**config.mk**
```make
export PLATFORM = sky130hd
export DESIGN_NAME = data_mem_arbiter
export DESIGN_NICKNAME = d
export VERILOG_FILES = /design/src/rtl/data_mem_arbiter.sv
export SDC_FILE = /design/constraint.sdc
export NUM_CORES = 1
export LEC_CHECK = 0
export BUFFER_PORTS_ARGS = -buffer_cell sky130_fd_sc_hd__clkbuf_2
export CELL_PAD_IN_SITES_DETAIL_PLACEMENT = 0
export CELL_PAD_IN_SITES_GLOBAL_PLACEMENT = 2
export CORE_AREA = 4 4 137 139
export DETAILED_ROUTE_END_ITERATION = 10
export DIE_AREA = 0 0 141 143
export GPL_TIMING_DRIVEN = 0
export HOLD_SLACK_MARGIN = 0.02
export PLACE_DENSITY = 0.78
export REMOVE_ABC_BUFFERS = 1
export SETUP_SLACK_MARGIN = 0.02
export SYNTH_ARGS = -nofsm -noshare
export SYNTH_HDL_FRONTEND = slang
export SYNTH_SLANG_ARGS = --single-unit
export TNS_END_PERCENT = 20
```
**constraint.sdc**
```tcl
create_clock -name clk -period 2.3 [get_ports clk]
set_input_delay 0.23 -clock clk [delete_from_list [all_inputs] [get_ports clk]]
set_output_delay 0.23 -clock clk [all_outputs]
set_load 0.1 [all_outputs]
```
**src/rtl/data_mem_arbiter.sv**
```systemverilog
// -----------------------------------------------------------------------------
// data_mem_arbiter
//
// Two-port round-robin arbiter in front of the single-port data_mem. Port 0 is
// the core load/store unit and port 1 is a debug/DMA master. The arbiter
// latches the winning request and drives one memory access. It then returns a
// one-cycle ack that carries the registered read data.
//
// Every access takes three states:
//   IDLE   : wait for a request; the winner's fields are latched at the edge.
//   ACCESS : drive data_mem from the latched fields; a read is captured here.
//   RESP   : pulse the winner's ack. The other port may be latched here, which
//            gives back-to-back service at one access every two cycles.
//
// Ports
//   clk, rst_n                 clock, asynchronous active-low reset
//   mN_req/we/addr/wdata  in   request from port N; held stable until mN_ack
//   mN_ack                out  one-cycle completion pulse for port N
//   mN_rdata              out  read data for port N; zero unless mN_ack=1
//   mem_read/mem_write    out  data_mem strobes; high only during ACCESS
//   mem_addr/mem_wdata    out  data_mem address/data; zero outside ACCESS
//   mem_rdata             in   data_mem combinational read data
//
// Optional feature (macro DMARB_STATS_EN)
//   m0_gnt_cnt/m1_gnt_cnt out  16-bit saturating grant counters, one per port
// -----------------------------------------------------------------------------
module data_mem_arbiter #(
   parameter int ADDR_WIDTH = 10,
   parameter int DATA_WIDTH = 32
) (
   input  logic                  clk,
   input  logic                  rst_n,
   input  logic                  m0_req,
   input  logic                  m0_we,
   input  logic [ADDR_WIDTH-1:0] m0_addr,
   input  logic [DATA_WIDTH-1:0] m0_wdata,
   output logic                  m0_ack,
   output logic [DATA_WIDTH-1:0] m0_rdata,
   input  logic                  m1_req,
   input  logic                  m1_we,
   input  logic [ADDR_WIDTH-1:0] m1_addr,
   input  logic [DATA_WIDTH-1:0] m1_wdata,
   output logic                  m1_ack,
   output logic [DATA_WIDTH-1:0] m1_rdata,
   output logic                  mem_read,
   output logic                  mem_write,
   output logic [ADDR_WIDTH-1:0] mem_addr,
   output logic [DATA_WIDTH-1:0] mem_wdata,
   input  logic [DATA_WIDTH-1:0] mem_rdata
`ifdef DMARB_STATS_EN
   ,
   output logic [15:0]           m0_gnt_cnt,
   output logic [15:0]           m1_gnt_cnt
`endif
);

   typedef enum logic [1:0] {
      ST_IDLE   = 2'd0,
      ST_ACCESS = 2'd1,
      ST_RESP   = 2'd2
   } state_e;

   state_e                state_q, state_d;
   logic                  win_q, win_d;     // port being served
   logic                  last_q, last_d;   // port latched most recently
   logic                  we_q, we_d;
   logic [ADDR_WIDTH-1:0] addr_q, addr_d;
   logic [DATA_WIDTH-1:0] wdata_q, wdata_d;
   logic [DATA_WIDTH-1:0] rdata_q, rdata_d;

   logic                  latch_s;          // a request is latched at this edge
   logic                  lat_port_s;       // which port is latched
   logic                  other_req_s;      // request of the port not being served

   // Next-state, arbitration and request-latch logic
   always_comb begin
      state_d     = state_q;
      win_d       = win_q;
      last_d      = last_q;
      we_d        = we_q;
      addr_d      = addr_q;
      wdata_d     = wdata_q;
      rdata_d     = rdata_q;
      latch_s     = 1'b0;
      lat_port_s  = 1'b0;
      other_req_s = win_q ? m0_req : m1_req;

      case (state_q)
         ST_IDLE: begin
            if (m0_req || m1_req) begin
               latch_s = 1'b1;
               // A tie goes to the port that did not win last time.
               if (m0_req && m1_req) begin
                  lat_port_s = ~last_q;
               end else begin
                  lat_port_s = m1_req;
               end
            end else begin
               state_d = ST_IDLE;
            end
         end
         ST_ACCESS: begin
            state_d = ST_RESP;
            if (we_q) begin
               rdata_d = {DATA_WIDTH{1'b0}};
            end else begin
               rdata_d = mem_rdata;
            end
         end
         ST_RESP: begin
            // The winner's req is still high during its own ack and is ignored.
            // Only the other port can be latched here.
            if (other_req_s) begin
               latch_s    = 1'b1;
               lat_port_s = ~win_q;
            end else begin
               state_d = ST_IDLE;
            end
         end
         default: begin
            state_d = ST_IDLE;
         end
      endcase

      if (latch_s) begin
         state_d = ST_ACCESS;
         win_d   = lat_port_s;
         last_d  = lat_port_s;
         we_d    = lat_port_s ? m1_we    : m0_we;
         addr_d  = lat_port_s ? m1_addr  : m0_addr;
         wdata_d = lat_port_s ? m1_wdata : m0_wdata;
      end else begin
         win_d = win_q;
      end
   end

   // State and latched-request registers
   always_ff @(posedge clk or negedge rst_n) begin
      if (!rst_n) begin
         state_q <= ST_IDLE;
         win_q   <= 1'b0;
         last_q  <= 1'b1;
         we_q    <= 1'b0;
         addr_q  <= {ADDR_WIDTH{1'b0}};
         wdata_q <= {DATA_WIDTH{1'b0}};
         rdata_q <= {DATA_WIDTH{1'b0}};
      end else begin
         state_q <= state_d;
         win_q   <= win_d;
         last_q  <= last_d;
         we_q    <= we_d;
         addr_q  <= addr_d;
         wdata_q <= wdata_d;
         rdata_q <= rdata_d;
      end
   end

   // Output decode from registered state only. An async reset clears the
   // state, so the memory strobes and acks drop the moment rst_n falls.
   always_comb begin
      mem_read  = 1'b0;
      mem_write = 1'b0;
      mem_addr  = {ADDR_WIDTH{1'b0}};
      mem_wdata = {DATA_WIDTH{1'b0}};
      m0_ack    = 1'b0;
      m1_ack    = 1'b0;
      m0_rdata  = {DATA_WIDTH{1'b0}};
      m1_rdata  = {DATA_WIDTH{1'b0}};
      if (state_q == ST_ACCESS) begin
         mem_read  = ~we_q;
         mem_write = we_q;
         mem_addr  = addr_q;
         mem_wdata = wdata_q;
      end else if (state_q == ST_RESP) begin
         if (win_q) begin
            m1_ack   = 1'b1;
            m1_rdata = rdata_q;
         end else begin
            m0_ack   = 1'b1;
            m0_rdata = rdata_q;
         end
      end else begin
         mem_read  = 1'b0;
         mem_write = 1'b0;
      end
   end

`ifdef DMARB_STATS_EN
   logic [15:0] m0_gnt_cnt_q, m0_gnt_cnt_d;
   logic [15:0] m1_gnt_cnt_q, m1_gnt_cnt_d;

   // Saturating grant counters, stepped on each latch
   always_comb begin
      m0_gnt_cnt_d = m0_gnt_cnt_q;
      m1_gnt_cnt_d = m1_gnt_cnt_q;
      if (latch_s && !lat_port_s && (m0_gnt_cnt_q != 16'hFFFF)) begin
         m0_gnt_cnt_d = m0_gnt_cnt_q + 16'd1;
      end else begin
         m0_gnt_cnt_d = m0_gnt_cnt_q;
      end
      if (latch_s && lat_port_s && (m1_gnt_cnt_q != 16'hFFFF)) begin
         m1_gnt_cnt_d = m1_gnt_cnt_q + 16'd1;
      end else begin
         m1_gnt_cnt_d = m1_gnt_cnt_q;
      end
   end

   // Grant counter registers
   always_ff @(posedge clk or negedge rst_n) begin
      if (!rst_n) begin
         m0_gnt_cnt_q <= 16'd0;
         m1_gnt_cnt_q <= 16'd0;
      end else begin
         m0_gnt_cnt_q <= m0_gnt_cnt_d;
         m1_gnt_cnt_q <= m1_gnt_cnt_d;
      end
   end

   assign m0_gnt_cnt = m0_gnt_cnt_q;
   assign m1_gnt_cnt = m1_gnt_cnt_q;
`endif

endmodule
```
==> out/qor.yml <==
hold_violations: 0
finalCritPeriodShare: 0.953
drtIter0Drc: 74
slew_violations: 0
design.portCount: 232
cts_tree: "yes"
cp_max_fo: 22
setup_viol: 0
die_height_microns: 143
routedWlPerCell_microns: 16.0
drive_gt1_frac: 0.548
ys_ff_latch: 79
ys.flop_type: "dfrtp_1"
vias_per_cell: 4.26
area_delta_synth_final_pct: 45.8
grt_max_degree: 46
required_ns: 2.07
cp-end-kind: "output port"
synth.yosys.seq_area_share: 0.421
r2r_end: "wdata_q[8]$_DFFE_PN0P_"
holdCritPathClass: "in -> reg"
antenna_cells: 0
die_x_microns: 141
netlist_instances: 416
synthArstFlopShare: 1.00
drt-pass1-iter-count: 4
ant_nets: 0
rrSetupSlack_ns: 0.12
timing.fmax_mhz: 456
relSlewSlack: 0.613
p_leak_uw: 0.00363
drc_errors: 0
finalCriticalPeriod_ns: 2.19
synth-edff-count: 0
port_buffers: 231
clk_root_buffer_cell: "clkbuf_16"
std_cell_rows: 49
synth_area_leader_cell: "dfrtp_1"
grt_overflow: 0
crit_path_start_kind: "flop"
hp-start: "mem_rdata[16]"
clk_latency_ns: 0.34
core_region_area_sq_mm: 0.0177
critical_path_class: "reg -> out"
netlist_area_sq_mm: 0.00469
design_area_sq_mm: 0.00685
ys_types: 22
place_inst: 853
synth_top_area_share: 0.416
worst_pin_slew_ns: 0.580
grt_pass1_vias: 4114
dpl-instance-area_sq_mm: 0.00611
antenna_found_initial: 0
grt_pass1_wl_microns: 21900
clock-sinks: 79
ir_drop_mv: 1.08
clk_pin_slew_ns: 0.07
netlist_top_cells_count: "107 x and2_1, 78 x dfrtp_1, 78 x mux2_4"
yosys_warnings: 0
power-per-cell-area_mw_per_mm2: 1680
arrival_ns: 1.96
route.vias.total: 3731
finClkSkew_ns: 0.0102
start_util: 0.266
cts_max_level: 3
numCtsBuffers: 9
rsz0062_at_grt: "true"
synth_area_per_cell_sq_um: 11.3
gp_congestion: 0.784
crit_end: "m0_rdata[20]"
clockBufferDepth: 2
grt.total_usage: 0.139
final_nets: 763
maxCapViolations: 0
die_area_sq_mm: 0.0202
dp_hpwl_microns: 10200
cp-startpoint: "state_q[1]$_DFFE_PN0P_"
wirelength_microns: 14000
reg2regPathDepth: 5
synthTopCellsByArea: "dfrtp_1 42%, mux2_4 25%, and2_1 14%"
synth_most_common_cell: "and2_1"
status: "completed"
final_cells: 875
reg2reg_from: "last_q$_DFFE_PN1P_"
-- power by group --
| group | switching [uW] | internal, uW |
|---|---|---|
| combinational | 4950 | 2530 |
| sequential | 508 | 2040 |
| clock | 610 | 847 |
-- cell type report --
class                           instances  area (sq um)
Fill cell                            1782         10800
Multi-Input combinational cell        306          2570
Sequential cell                        79          1980
Timing Repair Buffer                  243          1690
Tap cell                              229           287
Clock buffer                           10           229
Clock inverter                          6          67.6
Inverter                                2          20.0
-- cells in the final DEF, fill, tap and decap left out --
cell type      Yosys  final
a211oi_4           1      1
a21oi_1            3      3
a221o_4            0      1
and2_1           107    107
and3b_4            0      1
buf_12             0      1
buf_16             0      4
buf_2              0      8
buf_4              4      6
buf_6              1     29
buf_8              4      1
bufinv_16          0      1
clkbuf_1          21      1
clkbuf_16          0      9
clkbuf_2           0    142
clkbuf_4           0     46
clkbuf_8           0      5
clkinv_2           0      1
clkinv_8           0      1
clkinvlp_4         0      2
dfrtp_1           78     75
dfrtp_2            0      3
dfstp_2            1      1
dlygate4sd3_1      0      1
inv_1              2      1
inv_6              0      2
mux2_2             8      8
mux2_4            78     78
nand2_1           65     65
nand2b_1           3      2
nand2b_2           0      1
nand2b_4           0      1
nand3b_1          32     32
nor2_1             1      1
nor2b_1            2      2
nor3b_4            0      1
o2111a_1           1      1
o21ai_0            1      1
-- critical path, cell delays in order, from the launching register on --
cell and delay, ns:
dfrtp_2 0.49, nor3b_4 0.29, buf_4 0.27, and2_1 0.15, buf_2 0.42
-- through the flow --
stage                     setup TNS (ns)   util  setup slack [ns]  hold slack, ns  total power, uW
after floorplan                  -156.62      -             -2.71         -0.0656             8100
after global placement           -253.49  0.337             -2.25           0.456             9310
after detailed placement          -31.00  0.346            -0.636           0.286             9500
after CTS                              0  0.379            0.0207          0.0996            11400
after global routing                   0  0.388           0.00693           0.109            12100
final                                  0  0.388             0.107           0.114            11500
-- flip-flops by register name (all words and copies together), names as in the netlist --
signal   flops
rdata_q     32
wdata_q     32
addr_q      10
state_q      2
last_q       1
we_q         1
win_q        1
-- worst min-delay path by stage --
| stage | to | cells after the start |
|---|---|---|
| 2_1_floorplan | addr_q[0]$_DFFE_PN0P_ | 0 |
| 3_3_place_gp | rdata_q[18]$_DFFE_PN0N_ | 2 |
| 3_5_place_dp | rdata_q[13]$_DFFE_PN0N_ | 1 |
| 4_1_cts | rdata_q[16]$_DFFE_PN0N_ | 3 |
| 5_1_grt | rdata_q[23]$_DFFE_PN0N_ | 3 |
| 6_report | rdata_q[16]$_DFFE_PN0N_ | 3 |
-- metal layers --
| layer | global-route usage | vias to the layer above | part of all wire |
|---|---|---|---|
| met5 | 0 | - | 0 |
| met4 | 0.0433 | 0 | 0.011 |
| met3 | 0.0543 | 9 | 0.099 |
| met2 | 0.227 | 185 | 0.45 |
| met1 | 0.170 | 1722 | 0.43 |
| li1 | - | 1815 | - |
-- cell families after synthesis --
kind of cell / share of synthesized area
compound gates: 0.0131
buf+inv: 0.0400
flops: 0.421
mux: 0.269
simple gates: 0.257
-- repair_timing --
| action | in CTS | in global routing |
|---|---|---|
| buffers inserted | 4 | 0 |
| endpoints found under the setup margin | 141 | 58 |
| hold buffers | 1 | 0 |
| pin swaps | 1 | 0 |
| hold endpoints to repair | 36 | 0 |
| resized for setup | 82 | 94 |
| gates cloned | 1 | 0 |
Note: power is estimated with default switching activity, not from simulation.
